--- src/rtl/adc_pkg.sv ---
// Shared definitions for the ADC scan sequencer: default sizes and the FSM state encoding.
package adc_pkg;

  localparam int DIV_W_DEFAULT  = 14;
  localparam int DATA_W_DEFAULT = 12;
  localparam int NUM_CH_DEFAULT = 4;

  typedef enum logic [2:0] {
    ST_IDLE,
    ST_SETUP,
    ST_CONV,
    ST_STORE,
    ST_GAP
  } adc_state_e;

endpackage

--- src/rtl/adc_tick_div.sv ---
// Tick divider: counts 0..div_val and emits a one-clk tick on each wrap while enabled.
import adc_pkg::*;

module adc_tick_div #(
  parameter int DIV_W = DIV_W_DEFAULT
) (
  input  logic             clk,
  input  logic             reset_n,
  input  logic [DIV_W-1:0] div_val,
  input  logic             en,
  output logic             tick
);

  logic [DIV_W-1:0] cnt_q, cnt_d;

  // Disabling the divider parks it at zero so the next enabled period is a full tick.
  always_comb begin
    cnt_d = cnt_q;
    if (!en || (cnt_q == div_val)) cnt_d = '0;
    else                           cnt_d = cnt_q + 1'b1;
  end

  assign tick = en && (cnt_q == div_val);

  always_ff @(posedge clk or negedge reset_n) begin
    if (!reset_n) cnt_q <= '0;
    else          cnt_q <= cnt_d;
  end

endmodule

--- src/rtl/adc_seq_ctrl.sv ---
// Multi-channel serial ADC scan sequencer. Optional ADC_OVERRUN_DROP_EN makes STORE
// overwrite an unaccepted result and raise a sticky overrun flag instead of stalling.
import adc_pkg::*;

module adc_seq_ctrl #(
  parameter  int DIV_W  = DIV_W_DEFAULT,
  parameter  int DATA_W = DATA_W_DEFAULT,
  parameter  int NUM_CH = NUM_CH_DEFAULT,
  localparam int CH_W   = (NUM_CH > 1) ? $clog2(NUM_CH) : 1
) (
  input  logic              clk,
  input  logic              reset_n,
  input  logic              start,
  input  logic              cont,
  input  logic [DIV_W-1:0]  div_val,
  input  logic [NUM_CH-1:0] ch_mask,
  output logic              adc_clk,
  output logic              adc_cs_n,
  output logic [CH_W-1:0]   adc_ch,
  input  logic              adc_dout,
  output logic [DATA_W-1:0] samp_data,
  output logic [CH_W-1:0]   samp_ch,
  output logic              samp_valid,
  input  logic              samp_ready,
  output logic              busy
`ifdef ADC_OVERRUN_DROP_EN
  ,
  output logic              overrun
`endif
);

  localparam int BC_W = $clog2(DATA_W + 1);

  adc_state_e        state_q, state_d;
  logic [CH_W-1:0]   adc_ch_q, adc_ch_d;
  logic              adc_clk_q, adc_clk_d;
  logic              cs_n_q, cs_n_d;
  logic [DATA_W-1:0] shift_q, shift_d;
  logic [BC_W-1:0]   bit_cnt_q, bit_cnt_d;
  logic [DATA_W-1:0] samp_data_q, samp_data_d;
  logic [CH_W-1:0]   samp_ch_q, samp_ch_d;
  logic              samp_valid_q, samp_valid_d;
  logic [NUM_CH-1:0] mask_q, mask_d;
  logic [DIV_W-1:0]  div_val_q, div_val_d;
  logic [NUM_CH-1:0] above;
  logic              tick;
`ifdef ADC_OVERRUN_DROP_EN
  logic              overrun_q, overrun_d;
`endif

  function automatic logic [CH_W-1:0] lowest_set(input logic [NUM_CH-1:0] m);
    lowest_set = '0;
    for (int i = NUM_CH - 1; i >= 0; i--)
      if (m[i]) lowest_set = CH_W'(i);
  endfunction

  function automatic logic [NUM_CH-1:0] bits_above(input logic [NUM_CH-1:0] m,
                                                   input logic [CH_W-1:0]   ch);
    bits_above = '0;
    for (int i = 0; i < NUM_CH; i++)
      if (i > int'(ch)) bits_above[i] = m[i];
  endfunction

  // Held idle in STORE so the GAP that follows always lasts one full tick.
  adc_tick_div #(.DIV_W(DIV_W)) u_tick_div (
    .clk     (clk),
    .reset_n (reset_n),
    .div_val (div_val_q),
    .en      ((state_q != ST_IDLE) && (state_q != ST_STORE)),
    .tick    (tick)
  );

  always_ff @(posedge clk or negedge reset_n) begin
    if (!reset_n) begin
      state_q      <= ST_IDLE;
      adc_ch_q     <= '0;
      adc_clk_q    <= 1'b0;
      cs_n_q       <= 1'b1;
      shift_q      <= '0;
      bit_cnt_q    <= '0;
      samp_data_q  <= '0;
      samp_ch_q    <= '0;
      samp_valid_q <= 1'b0;
      mask_q       <= '0;
      div_val_q    <= '0;
`ifdef ADC_OVERRUN_DROP_EN
      overrun_q    <= 1'b0;
`endif
    end else begin
      state_q      <= state_d;
      adc_ch_q     <= adc_ch_d;
      adc_clk_q    <= adc_clk_d;
      cs_n_q       <= cs_n_d;
      shift_q      <= shift_d;
      bit_cnt_q    <= bit_cnt_d;
      samp_data_q  <= samp_data_d;
      samp_ch_q    <= samp_ch_d;
      samp_valid_q <= samp_valid_d;
      mask_q       <= mask_d;
      div_val_q    <= div_val_d;
`ifdef ADC_OVERRUN_DROP_EN
      overrun_q    <= overrun_d;
`endif
    end
  end

  assign above = bits_above(mask_q, adc_ch_q);

  always_comb begin
    state_d      = state_q;
    adc_ch_d     = adc_ch_q;
    adc_clk_d    = adc_clk_q;
    shift_d      = shift_q;
    bit_cnt_d    = bit_cnt_q;
    samp_data_d  = samp_data_q;
    samp_ch_d    = samp_ch_q;
    samp_valid_d = samp_valid_q;
    mask_d       = mask_q;
    div_val_d    = div_val_q;
`ifdef ADC_OVERRUN_DROP_EN
    overrun_d    = overrun_q;
`endif
    if (samp_valid_q && samp_ready) samp_valid_d = 1'b0;

    case (state_q)
      ST_IDLE: begin
        if (start && (|ch_mask)) begin
          state_d   = ST_SETUP;
          mask_d    = ch_mask;
          div_val_d = div_val;
          adc_ch_d  = lowest_set(ch_mask);
        end
      end
      ST_SETUP: begin
        if (tick) begin
          state_d   = ST_CONV;
          shift_d   = '0;
          bit_cnt_d = '0;
        end
      end
      ST_CONV: begin
        if (tick) begin
          if (adc_clk_q) begin
            adc_clk_d = 1'b0;
            if (bit_cnt_q == BC_W'(DATA_W)) state_d = ST_STORE;
          end else begin
            adc_clk_d = 1'b1;
            shift_d   = {shift_q[DATA_W-2:0], adc_dout};
            bit_cnt_d = bit_cnt_q + 1'b1;
          end
        end
      end
      ST_STORE: begin
`ifdef ADC_OVERRUN_DROP_EN
        if (samp_valid_q && !samp_ready) overrun_d = 1'b1;
        samp_data_d  = shift_q;
        samp_ch_d    = adc_ch_q;
        samp_valid_d = 1'b1;
        state_d      = ST_GAP;
`else
        if (!samp_valid_q || samp_ready) begin
          samp_data_d  = shift_q;
          samp_ch_d    = adc_ch_q;
          samp_valid_d = 1'b1;
          state_d      = ST_GAP;
        end
`endif
      end
      ST_GAP: begin
        if (tick) begin
          if (|above) begin
            state_d  = ST_SETUP;
            adc_ch_d = lowest_set(above);
          end else if (cont) begin
            state_d  = ST_SETUP;
            adc_ch_d = lowest_set(mask_q);
          end else begin
            state_d  = ST_IDLE;
          end
        end
      end
      default: state_d = ST_IDLE;
    endcase
  end

  // Chip select is registered from the next state so it cannot glitch off-chip.
  always_comb begin
    busy   = (state_q != ST_IDLE);
    cs_n_d = 1'b1;
    if ((state_d == ST_SETUP) || (state_d == ST_CONV) || (state_d == ST_STORE)) cs_n_d = 1'b0;
  end

  assign adc_clk    = adc_clk_q;
  assign adc_cs_n   = cs_n_q;
  assign adc_ch     = adc_ch_q;
  assign samp_data  = samp_data_q;
  assign samp_ch    = samp_ch_q;
  assign samp_valid = samp_valid_q;
`ifdef ADC_OVERRUN_DROP_EN
  assign overrun    = overrun_q;
`endif

endmodule

--- config.mk ---
export PLATFORM = sky130hd
export DESIGN_NAME = adc_seq_ctrl
export DESIGN_NICKNAME = d
export VERILOG_FILES = /design/src/rtl/adc_pkg.sv /design/src/rtl/adc_tick_div.sv /design/src/rtl/adc_seq_ctrl.sv
export SDC_FILE = /design/constraint.sdc
export NUM_CORES = 1
export LEC_CHECK = 0
export BUFFER_PORTS_ARGS = -buffer_cell sky130_fd_sc_hd__buf_2
export CAP_MARGIN = 40
export CORE_ASPECT_RATIO = 0.6
export CORE_UTILIZATION = 57
export DETAILED_ROUTE_END_ITERATION = 10
export HOLD_SLACK_MARGIN = 0.1
export PLACE_DENSITY = 0.82
export SYNTH_ARGS = -nofsm -noshare
export SYNTH_HDL_FRONTEND = slang
export SYNTH_SLANG_ARGS = --single-unit
--- constraint.sdc ---
create_clock -name clk -period 2.3 [get_ports clk]
set_input_delay 0 -clock clk [delete_from_list [all_inputs] [get_ports clk]]
set_output_delay 0 -clock clk [all_outputs]
set_load 0.005 [all_outputs]
### Word-level counts from Yosys, hierarchy flattened

Cells that the tools add are included.

| storage, ports and cells | value |
|---|---|
| register bits after elaboration | 70 |
| input bits | 24 |
| output and inout bits | 20 |
| logic and storage cells | 97 |

| operators by class | value |
|---|---|
| add/sub/neg operators | 2 |
| order comparisons | 3 |
| equality and inequality tests | 16 |
| muxes and demuxes | 43 |
| reduce and logical (&&, ||, !) cells | 21 |

Operator list:

| cell | number |
|---|---|
| $mux 12 | 3 |
| $mux 2 | 15 |
| $pmux 12 s2 | 1 |
| $mux 3 | 7 |
| $pmux 3 s5 | 1 |
| $add 14x1->14 const B | 1 |
| $eq 14x14->1 | 1 |
| $mux 14 | 1 |
| $eq 3x2->1 const B | 4 |
| $mux 4 | 3 |
| $mux 1 | 10 |
| $ne 2x2->1 const B | 5 |
| $pmux 4 s2 | 1 |
| $reduce_and 4->1 | 2 |
| $eq 3x1->1 const B | 2 |
| $reduce_and 2->1 | 3 |
| $add 4x1->4 const B | 1 |
| $eq 4x4->1 const B | 1 |
| $gt 2x2->1 const A | 2 |
| $logic_and 1x1->1 | 4 |
| $logic_or 1x1->1 | 4 |
| $pmux 2 s2 | 1 |
| $reduce_bool 2->1 | 2 |
| $reduce_or 4->1 | 1 |
| 8 further kinds | 9 |

### Longest topological paths before layout

Gate-level depths: netlist of run 1.

| logic depth | value |
|---|---|
| word-level depth | 10 |
| gate-level depth with buffers | 7 |
| mapped depth without buffers | 6 |

### Hierarchy

A second synthesis of run 1 with hierarchy kept.

| unflattened totals | value |
|---|---|
| cells, all modules | 299 |
| area, all modules | 3397.0 um2 |

By module, submodules not included:

| module | instances | cells each | area each (um2) | sequential area each (um2) |
|---|---|---|---|---|
| adc_seq_ctrl | 1 | 213 | 2456.1 | 1402.6 |
| adc_tick_div | 1 | 86 | 940.9 | 350.3 |

### Worst setup path after synthesis of run 1

No wires, ideal clock.

| timing path | value |
|---|---|
| kind | reg-to-reg |
| start point | reg u_tick_div.cnt_q[6] |
| end point | reg shift_q[10] |
| library setup time | 0.121 ns |
| arrival | 1.608 ns |
| required time | 2.179 ns |
| path slack | 0.572 ns |
| cell stages (with the launch flop) | 8 |
| buffers on the path | 2 |
| period minus slack after synthesis | 1.728 ns |
| cell sequence | dfrtp_1 xor2_1 nor4_2 and4_1 buf_6 o21ai_2 buf_6 a22o_1 |

| on the way | value |
|---|---|
| cells in the longest elaborated chain, start to end | 4 |
| elaborated cells between the ends (all ways) | 5 |
| those cells by class | 3 x eq/ne; 2 x reduce/logical |

RTL lines:

| item | RTL line | source |
|---|---|---|
| start, declared | adc_tick_div.sv:14 | `logic [DIV_W-1:0] cnt_q, cnt_d;` |
| start signal, assigned | adc_tick_div.sv:27 | `else cnt_q <= cnt_d;` |
| $eq 14x14->1 * | adc_tick_div.sv:23 | `assign tick = en && (cnt_q == div_val);` |
| $logic_and 1x1->1 * | adc_tick_div.sv:23 |  |
| $ne 2x2->1 (no line) | - |  |
| $reduce_and 4->1 (no line) * | - |  |
| end signal, assigned | adc_seq_ctrl.sv:94 | `shift_q <= shift_d;` |
| end, declared | adc_seq_ctrl.sv:38 | `logic [DATA_W-1:0] shift_q, shift_d;` |

Every way passes the cells marked *; elsewhere a longest branch is shown, timed or not.
A chain may end at the register's enable or synchronous reset.

### Final worst setup path of run 1

| timing path | value |
|---|---|
| start point | reg u_tick_div.cnt_q[7] |
| end point | reg bit_cnt_q[0] |

| on the way | value |
|---|---|
| cells in the longest elaborated chain, start to end | 4 |
| elaborated cells between the ends (all ways) | 5 |
| those cells by class | 3 x eq/ne; 2 x reduce/logical |

RTL lines:

| item | RTL line | source |
|---|---|---|
| $eq 14x14->1 * | adc_tick_div.sv:23 |  |
| $logic_and 1x1->1 * | adc_tick_div.sv:23 |  |
| $ne 2x2->1 (no line) | - |  |
| $reduce_and 4->1 (no line) * | - |  |
| end signal, assigned | adc_seq_ctrl.sv:95 | `bit_cnt_q <= bit_cnt_d;` |
| end, declared | adc_seq_ctrl.sv:39 | `logic [BC_W-1:0] bit_cnt_q, bit_cnt_d;` |

Marked as above.

==> results of run 1 <==
[Yosys cell counts, types with 2 or more instances]
cell type / number
nor4_2: 2
nand4_1: 3
o31ai_1: 3
nand2b_1: 3
nand2_1: 12
and4_1: 4
buf_6: 3
inv_1: 5
o41ai_1: 2
o21ai_0: 8
nor2b_1: 5
nand3b_1: 2
xnor2_1: 3
nor3_1: 2
and3_1: 3
a21oi_1: 6
xor2_1: 24
dfrtp_1: 69
a22o_1: 13
mux2_2: 32
ha_1: 3
nand3_1: 8
buf_2: 6
nor2_1: 22
[worst register-to-register path, cell delays in order (launching register included)]
cell and delay (ns):
dfrtp_1 0.46, xor2_1 0.21, nor4_2 0.34, and4_1 0.45, o21ai_2 0.26, mux2_2 0.34
[power by group through the flow]
stage	clock [mW]	combinational, mW	sequential [mW]
2_1_floorplan	0	0.604	1.66
3_5_place_dp	0	0.824	1.74
5_1_grt	1.06	0.956	1.76
6_report	0.992	0.869	1.73
3_3_place_gp	0	0.791	1.72
4_1_cts	1.01	0.861	1.72
[kinds of logic after synthesis]
kind of cell    count (synthesis)  share of synthesized area [%]
fa+ha+maj                       3                           1.18
flops                          70                           55.0
xor+xnor                       27                           7.42
buf+inv                        15                           2.71
compound gates                 42                           9.46
mux                            34                           12.0
simple gates                   73                           12.3
[cells in the final DEF (no fill, tap or decap), types with 6 or more instances in the layout]
cell / count
dfrtp_1: 69
buf_2: 43
mux2_2: 32
xor2_1: 24
nor2_1: 22
dlygate4sd3_1: 21
a22o_1: 13
nand2_1: 12
clkbuf_8: 11
nand3_1: 8
o21ai_0: 8
a21oi_1: 6
buf_4: 6
[worst max path at each step]
stage	depth (start not counted)	from	to	slack, ns
after global placement	5	u_tick_div.cnt_q[5]	bit_cnt_q[0]	0.33
after CTS	5	u_tick_div.cnt_q[7]	bit_cnt_q[0]	0.15
after floorplan	7	u_tick_div.cnt_q[6]	shift_q[10]	0.57
after global routing	5	u_tick_div.cnt_q[7]	bit_cnt_q[0]	0.07
final	5	u_tick_div.cnt_q[7]	bit_cnt_q[0]	0.11
after detailed placement	5	u_tick_div.cnt_q[5]	bit_cnt_q[0]	0.19
[routing by layer]
layer	global-route usage (%)	routed length [um]	part of all wire (%)
met3	7.72	415	5.9
met1	37.3	3380	48
met4	11.1	117	1.7
met5	0	0	0
met2	40.5	3150	45
[state kept, by name, indices dropped and copies added (netlist names)]
signal / flops
shift_q: 12
mask_q: 4
adc_clk: 1
samp_valid: 1
div_val_q: 14
state_q: 3
adc_ch: 2
bit_cnt_q: 4
samp_data: 12
adc_cs_n: 1
u_tick_div.cnt_q: 14
samp_ch: 2
[area by class of cell]
type	count	area, um^2	share of cell area (%)
sequential	70	1750	45.0
multi-input combinational	179	1350	34.6
timing repair buffer	71	490	12.6
clock buffer	12	155	3.98
tap	66	82.6	2.12
clock inverter	4	45.0	1.16
inverter	5	18.8	0.482
==> run summary, run 1 <==
Startpoint Class = flop
Detailed Routing Iterations Pass 1 = 8
Comb power frac = 24.2%
mean number of vias per cell = 5.80
filler cell count = 346
Die Width = 98.6 um
IO Pins = 44
H-tree levels = 3
clk_skew = 0.00410 ns
total grt overflow = 0
Avg Inst Size Synth = 12.1 um^2
fin cells = 407
layout cells sized above 1 = 30.8%
P_int = 2.47 mW
final setup violation count = 0
Slew Viols, Final = 0
cts hold-fix bufs = 21
Initial Util = 61.0%
largest net degree at the start of global routing = 42
end-of-flow core utilization = 74.4%
RSZ-0062 raised after global routing = false
Avg WL per Cell = 17.4 um
Slew HR = 52.8%
CP Data Required Time = 2.53 ns
CTS tree = yes
Fin Setup TNS = 0 ns
Post CTS Setup Buffer Count = 0
Rows = 20
first-pass GRT wire length = 11400 um
worst path cell trace = xor2_1 -> nor4_2 -> and4_1 -> o21ai_2 -> mux2_2
Crit. End Element = flop
Placement Cell Area = 3480 um^2
Total GRT Usage = 26.9%
Synth Register Bits = 70
Post-Place Cells = 370
Max VDD drop = 647 uV
CP Class = flop to flop
vias in the first global route = 2250
pwr dens = 921 nW/um^2
Sw Pwr = 1.11 mW
worst r2r src = u_tick_div.cnt_q[7]
Largest delay share family, worst path = simple AND/OR/NAND/NOR gates
Worst Tran Pin Value = 0.708 ns
sequential share of power = 48.1%
sequential fraction of the synthesis area = 55.0%
max-cap violations = 0
Clock Tree Buf Depth = 2
CTS Buf Count = 9
Clock Sinks = 70
maximum clock rate = 0.457 GHz
CP Buf/Inv Count = 0
final worst-path cycle share = 95.1%
status = finished, violations left
clock power share = 27.7%
Power, Total = 3.59 mW
Post-synth top flop = dfrtp_1
full die area = 5910 um^2
port bufs = 43
R2R setup slack = 0.11 ns
Reg2Reg Capture Point = bit_cnt_q[0]
fin crit period = 2.19 ns
Routed WL = 7060 um
Ant. Diodes = 0
Post-Place Setup Slack = 0.190 ns
Detailed Place HPWL = 4610 um
cells taking the most area after synthesis = dfrtp_1, mux2_2, xor2_1, a22o_1, nor2_1
top cell type's share of synthesized area = 54.2%
core area = 5230 um^2
Post-synth EDFFs = 0
synthesis-to-layout area growth = 22.1%
Remaining DRCs = 1
Cell Area, Synth = 3190 um^2
vias = 2359
area leader, netlist = dfrtp_1
Cells after Synth = 264
CTS Root Cell = clkbuf_8
Leak = 1.92 nW
Nets = 363
ys async rst share = 100%
Synth Warn # = 0
CP max FO = 14
Max stage delay on crit path = 0.46 ns
Clock Latency Late Sink = 0.34 ns
drt initial violations = 86
worst hold slack = 0.241 ns
gpl congestion = 0.880
Worst Reg-to-Reg Cells = 5
signal arrival time at the worst endpoint = 2.42 ns
Hold Crit Class = input pin to asynchronous set/reset pin
failing checks = DRC
fin area = 3890 um^2
Die H = 59.9 um
Worst-path clk slew = 0.07 ns
post-route ant nets = 0
initial antenna violation count = 0
worst setup margin = 0.112 ns
Crit-path slowest cell = dfrtp_1
Yosys cell types = 45
final number of hold-violating endpoints = 0
Mapped Nets = 291
# resized after CTS = 0
Sw Share = 31.0%
(Power assumes the default switching activity.)
==> run 2, diff against run 1 <==
--- a/config.mk
+++ b/config.mk
@@ -10,6 +10,7 @@
 export CORE_ASPECT_RATIO = 0.6
 export CORE_UTILIZATION = 57
 export DETAILED_ROUTE_END_ITERATION = 10
+export GPL_TIMING_DRIVEN = 0
 export HOLD_SLACK_MARGIN = 0.1
 export PLACE_DENSITY = 0.82
 export SYNTH_ARGS = -nofsm -noshare
==> run 2 against run 1 <==
- the run still ends with DRC left
- non-clock buffer count grew 4
- global-route usage shrank 0.32 points
- die area is the same
- routed wire length shrank 4.2%
- setup slack gained 0.084 ns
- utilization shrank 0.24 points
- count of clock-buffer cells in the layout grew 2
- total power shrank 5.7%
- hold slack lost 0.12 ns
- largest cell class unchanged
- largest power group unchanged
==> run summary, run 2 (synthesis results as in run 1) <==
Largest delay share family, worst path = simple AND/OR/NAND/NOR gates (unchanged)
Max stage delay on crit path = 0.42 ns (was 0.46 ns)
initial antenna violation count = 0 (unchanged)
max-cap violations = 0 (unchanged)
Slew Viols, Final = 0 (unchanged)
worst path cell trace = xor2_1 -> nor4_1 -> nand4_1 -> o21ai_1 -> buf_2 -> nor2_1 (was xor2_1 -> nor4_2 -> and4_1 -> o21ai_2 -> mux2_2)
Post-Place Cells = 374 (was 370)
CP max FO = 10 (was 14)
mean number of vias per cell = 5.58 (was 5.80)
CTS Buf Count = 9 (unchanged)
CP Buf/Inv Count = 1 (was 0)
Hold Crit Class = input pin to asynchronous set/reset pin (unchanged)
Startpoint Class = flop (unchanged)
final setup violation count = 0 (unchanged)
Reg area = 1750 um^2 (unchanged)
gpl congestion = 0.841 (was 0.880)
end-of-flow core utilization = 74.2% (was 74.4%)
Rows = 20 (unchanged)
CTS Root Cell = clkbuf_8 (unchanged)
filler cell count = 354 (was 346)
clk_skew = 0.0125 ns (was 0.00410 ns)
Detailed Routing Iterations Pass 1 = 7 (was 8)
Clock Sinks = 70 (unchanged)
Clock Tree Buf Depth = 2 (unchanged)
pwr dens = 871 nW/um^2 (was 921 nW/um^2)
fin crit period = 2.10 ns (was 2.19 ns)
Die H = 59.9 um (unchanged)
Detailed Place HPWL = 4710 um (was 4610 um)
highest-count cells in the layout ignoring fill and taps = dfrtp_1, buf_2, mux2_2, xor2_1, nor2_1 (unchanged)
maximum clock rate = 0.475 GHz (was 0.457 GHz)
core area = 5230 um^2 (unchanged)
Initial Util = 61.0% (unchanged)
Worst-path clk slew = 0.07 ns (about the same)
Power, Total = 3.38 mW (was 3.59 mW)
Clock Latency Late Sink = 0.35 ns (was 0.34 ns)
layout cells sized above 1 = 30.4% (was 30.8%)
port bufs = 43 (unchanged)
Crit-path slowest cell = dfrtp_1 (unchanged)
Crit. End Element = flop (unchanged)
Max VDD drop = 560 uV (was 647 uV)
worst setup margin = 0.195 ns (was 0.112 ns)
Remaining DRCs = 1 (unchanged)
Routed WL = 6770 um (was 7060 um)
most common cell after layout, fill and taps aside = dfrtp_1 (unchanged)
biggest regs = div_val_q (14), u_tick_div.cnt_q (14) (unchanged)
IO Pins = 44 (unchanged)
fin cells = 411 (was 407)
signal arrival time at the worst endpoint = 2.32 ns (was 2.42 ns)
Die Width = 98.6 um (unchanged)
Avg WL per Cell = 16.5 um (was 17.4 um)
Post-Place Setup Slack = 0.234 ns (was 0.190 ns)
largest net degree at the start of global routing = 42 (unchanged)
Fin Setup TNS = 0 ns (unchanged)
RSZ-0062 raised after global routing = false (unchanged)
final worst-path cycle share = 91.5% (was 95.1%)
synthesis-to-layout area growth = 21.7% (was 22.1%)
vias = 2295 (was 2359)
failing checks = DRC (unchanged)
drt initial violations = 118 (was 86)
Slew HR = 52.4% (was 52.8%)
Leak = 1.92 nW (about the same)
Worst Tran Pin Value = 0.705 ns (was 0.708 ns)
Nets = 367 (was 363)
CTS tree = yes (unchanged)
vias in the first global route = 2278 (was 2250)
final number of hold-violating endpoints = 0 (unchanged)
status = finished, violations left (unchanged)
full die area = 5910 um^2 (unchanged)
total grt overflow = 0 (unchanged)
Multi-input gate area = 1350 um^2 (unchanged)
CP Class = flop to flop (unchanged)
CP Data Required Time = 2.52 ns (was 2.53 ns)
Ant. Diodes = 0 (unchanged)
first-pass GRT wire length = 11300 um (was 11400 um)
post-route ant nets = 0 (unchanged)
Total GRT Usage = 26.6% (was 26.9%)
H-tree levels = 3 (unchanged)
Post CTS Setup Buffer Count = 0 (unchanged)
-- run 2: changes by cell type in the layout (fill, tap and decap cells not counted), sizes merged --
cell / previous run / this run
clkbuf: 12 / 15
buf: 50 / 53
bufinv: 1 / 0
clkinv: 3 / 2
-- run 2: final timing paths --
path	end	start	slack, ns	cells after the start
worst max-delay path	u_tick_div.cnt_q[12]	u_tick_div.cnt_q[5]	0.20	6
worst min-delay path	adc_clk	reset_n	0.12	2
worst max register to register	u_tick_div.cnt_q[12]	u_tick_div.cnt_q[5]	0.20	6
worst min register to register	samp_data[7]	samp_data[7]	0.50	1
max in group asynchronous	adc_cs_n	reset_n	1.59	3
min in group clk	adc_cs_n	cont	0.35	5
-- run 2: stage by stage --
step           hold slack [ns]  area (um^2)
6_report                 0.119         3880
5_1_grt                  0.150         3880
4_1_cts                  0.115         3880
3_5_place_dp           -0.0479         3510
3_3_place_gp             0.231         3490
2_1_floorplan           -0.296         3190
-- run 2: final cells by class --
cell class | count | area share [%]
multi-input cells | 179 | 34.8
well taps | 66 | 2.13
flip-flops and latches | 70 | 45.2
plain buffers | 10 | 1.74
clock inverters | 2 | 0.258
repair buffers | 65 | 11.5
inverters | 5 | 0.484
clock buffers | 14 | 3.93
-- run 2: timing repair --
item	4_1_cts	5_1_grt
hold buffers	21	0
endpoints found under the hold margin	91	0
gates resized for setup	0	0
-- run 2: layer usage --
layer	track usage [%]	wire length (um)	share of wire (%)
met2	39.4	3050	45
met3	7.60	418	6.2
met5	0	0	0
met1	37.5	3220	48
met4	10.2	82	1.2
-- run 2: report_power, final --
group | total, mW | switching, mW | internal [mW]
combinational | 0.837 | 0.407 | 0.430
clock | 0.838 | 0.419 | 0.419
sequential | 1.71 | 0.233 | 1.47
total | 3.38 | 1.06 | 2.32
==> run 3, diff against run 2 <==
--- a/config.mk
+++ b/config.mk
@@ -8,11 +8,13 @@
 export BUFFER_PORTS_ARGS = -buffer_cell sky130_fd_sc_hd__buf_2
 export CAP_MARGIN = 40
 export CORE_ASPECT_RATIO = 0.6
+export CORE_MARGIN = 2
 export CORE_UTILIZATION = 57
 export DETAILED_ROUTE_END_ITERATION = 10
 export GPL_TIMING_DRIVEN = 0
 export HOLD_SLACK_MARGIN = 0.1
 export PLACE_DENSITY = 0.82
+export RECOVER_POWER = 50
 export SYNTH_ARGS = -nofsm -noshare
 export SYNTH_HDL_FRONTEND = slang
 export SYNTH_SLANG_ARGS = --single-unit
==> run 3 against run 2 <==
- the run ends with capacitance limit left
- final cell count grew 0.97%
- largest cell class unchanged
- clock power grew 10%
- maximum frequency shrank 4.3%
- count of clock-buffer cells in the layout up 1
- die area rose by 5.4%
- flip-flop and latch count unchanged
- first-iteration DRC count fell by 0.85%
==> run summary, run 3 (synthesis results as in run 1) <==
Leak = 1.86 nW (was 1.92 nW)
Detailed Routing Iterations Pass 1 = 4 (was 7)
Startpoint Class = flop (unchanged)
final number of hold-violating endpoints = 0 (unchanged)
Nets = 368 (was 367)
Crit. End Element = flop (unchanged)
fin area = 3880 um^2 (about the same)
Rows = 21 (was 20)
drt initial violations = 117 (was 118)
synthesis-to-layout area growth = 21.6% (was 21.7%)
RSZ-0062 raised after global routing = false (unchanged)
pwr dens = 900 nW/um^2 (was 871 nW/um^2)
maximum clock rate = 0.455 GHz (was 0.475 GHz)
Die Width = 101 um (was 98.6 um)
CTS Buf Count = 9 (unchanged)
gpl congestion = 0.853 (was 0.841)
layout cells sized above 1 = 26.0% (was 30.4%)
CP Class = flop to flop (unchanged)
Clock Sinks = 70 (unchanged)
initial antenna violation count = 0 (unchanged)
Die H = 61.9 um (was 59.9 um)
total grt overflow = 0 (unchanged)
max-cap violations = 1 (was 0)
cts hold-fix bufs = 22 (was 21)
CTS Root Cell = clkbuf_8 (unchanged)
Slew Viols, Final = 0 (unchanged)
Clock Latency Late Sink = 0.35 ns (about the same)
final worst-path cycle share = 95.6% (was 91.5%)
CP Data Required Time = 2.54 ns (was 2.52 ns)
vias in the first global route = 2218 (was 2278)
# resized after CTS = 0 (unchanged)
vias = 2336 (was 2295)
Slew HR = 0.148% (was 52.4%)
post-route ant nets = 0 (unchanged)
biggest regs = div_val_q (14), u_tick_div.cnt_q (14) (unchanged)
port bufs = 43 (unchanged)
Placement Cell Area = 3520 um^2 (was 3510 um^2)
filler cell count = 406 (was 354)
Total GRT Usage = 24.5% (was 26.6%)
Routed WL = 7060 um (was 6770 um)
CTS tree = yes (unchanged)
full die area = 6230 um^2 (was 5910 um^2)
Worst-path clk slew = 0.07 ns (about the same)
largest net degree at the start of global routing = 64 (was 42)
Detailed Place HPWL = 4770 um (was 4710 um)
H-tree levels = 3 (unchanged)
Hold Crit Class = input pin to flop (was input pin to asynchronous set/reset pin)
Worst Tran Pin Value = 1.50 ns (was 0.705 ns)
Avg WL per Cell = 17.0 um (was 16.5 um)
final setup violation count = 0 (unchanged)
signal arrival time at the worst endpoint = 2.44 ns (was 2.32 ns)
CP max FO = 10 (unchanged)
status = finished, violations left (unchanged)
core area = 5490 um^2 (was 5230 um^2)
Max VDD drop = 512 uV (was 560 uV)
most common cell after layout, fill and taps aside = dfrtp_1 (unchanged)
fin crit period = 2.20 ns (was 2.10 ns)
highest-count cells in the layout ignoring fill and taps = dfrtp_1, buf_2, mux2_2, xor2_1 (was dfrtp_1, buf_2, mux2_2, xor2_1, nor2_1)
mean number of vias per cell = 5.63 (was 5.58)
Clock Tree Buf Depth = 2 (unchanged)
Initial Util = 58.1% (was 61.0%)
first-pass GRT wire length = 11000 um (was 11300 um)
clk_skew = 0.00741 ns (was 0.0125 ns)
Post CTS Setup Buffer Count = 0 (unchanged)
Ant. Diodes = 0 (unchanged)
Fin Setup TNS = 0 ns (unchanged)
IO Pins = 44 (unchanged)
failing checks = capacitance limit (was DRC)
Remaining DRCs = 0 (was 1)
==> run 3: path summary, 6_finish.rpt <==
| kind | startpoint | end | slack, ns | cells after the start |
|---|---|---|---|---|
| max | u_tick_div.cnt_q[9] | u_tick_div.cnt_q[8] | 0.10 | 6 |
| min | start | state_q[0] | 0.33 | 5 |
| max reg2reg | u_tick_div.cnt_q[9] | u_tick_div.cnt_q[8] | 0.10 | 6 |
| min reg2reg | bit_cnt_q[3] | bit_cnt_q[3] | 0.48 | 1 |
| max in group asynchronous | reset_n | state_q[1] | 0.73 | 3 |
| min in group asynchronous | reset_n | div_val_q[10] | 0.65 | 3 |
==> run 3: routing by layer <==
layer / track usage, % / up-vias / routed length [um]
li1: - / 1094 / -
met4: 9.00 / 0 / 122
met2: 36.4 / 91 / 3210
met3: 7.16 / 10 / 399
met1: 34.9 / 1141 / 3330
met5: 0 / - / 0
==> run 3: layout make-up <==
class                           count  area, um^2  share of cell area (%)
Inverter                            5        18.8                   0.484
Clock inverter                      1        30.0                   0.774
Timing Repair Buffer               66         427                    11.0
Tap cell                           69        86.3                    2.23
Buffer                             10        67.6                    1.74
Clock buffer                       15         146                    3.78
Sequential cell                    70        1750                    45.2
Multi-Input combinational cell    179        1350                    34.8
==> run 3: stage by stage <==
step / cells / power (mW) / hold WS, ns / utilization (%) / setup WS (ns)
detailed placement: 377 / 2.54 / -0.165 / 64.1 / 0.261
global placement: 376 / 2.48 / 0.232 / 63.5 / 0.315
CTS: 415 / 3.51 / 0.194 / 71.3 / 0.251
finish: 415 / 3.49 / 0.331 / 70.6 / 0.101
floorplan: 264 / 2.26 / -0.296 / - / 0.572
global route: 415 / 3.68 / 0.349 / 70.6 / 0.0480
==> run 3: critical path, cell delays in order, from the launching register on <==
cell and delay [ns]:
dfrtp_1 0.42, xor2_1 0.19, nor4_1 0.43, nand4_1 0.31, o21ai_1 0.36, buf_2 0.30
nor2_1 0.08
==> run 3: power breakdown <==
group	switching (mW)	total [mW]	leakage (nW)	internal [mW]
Clock	0.421	0.925	0.0859	0.504
Combinational	0.422	0.849	0.858	0.427
Sequential	0.239	1.71	0.919	1.47
Total	1.08	3.49	1.86	2.41
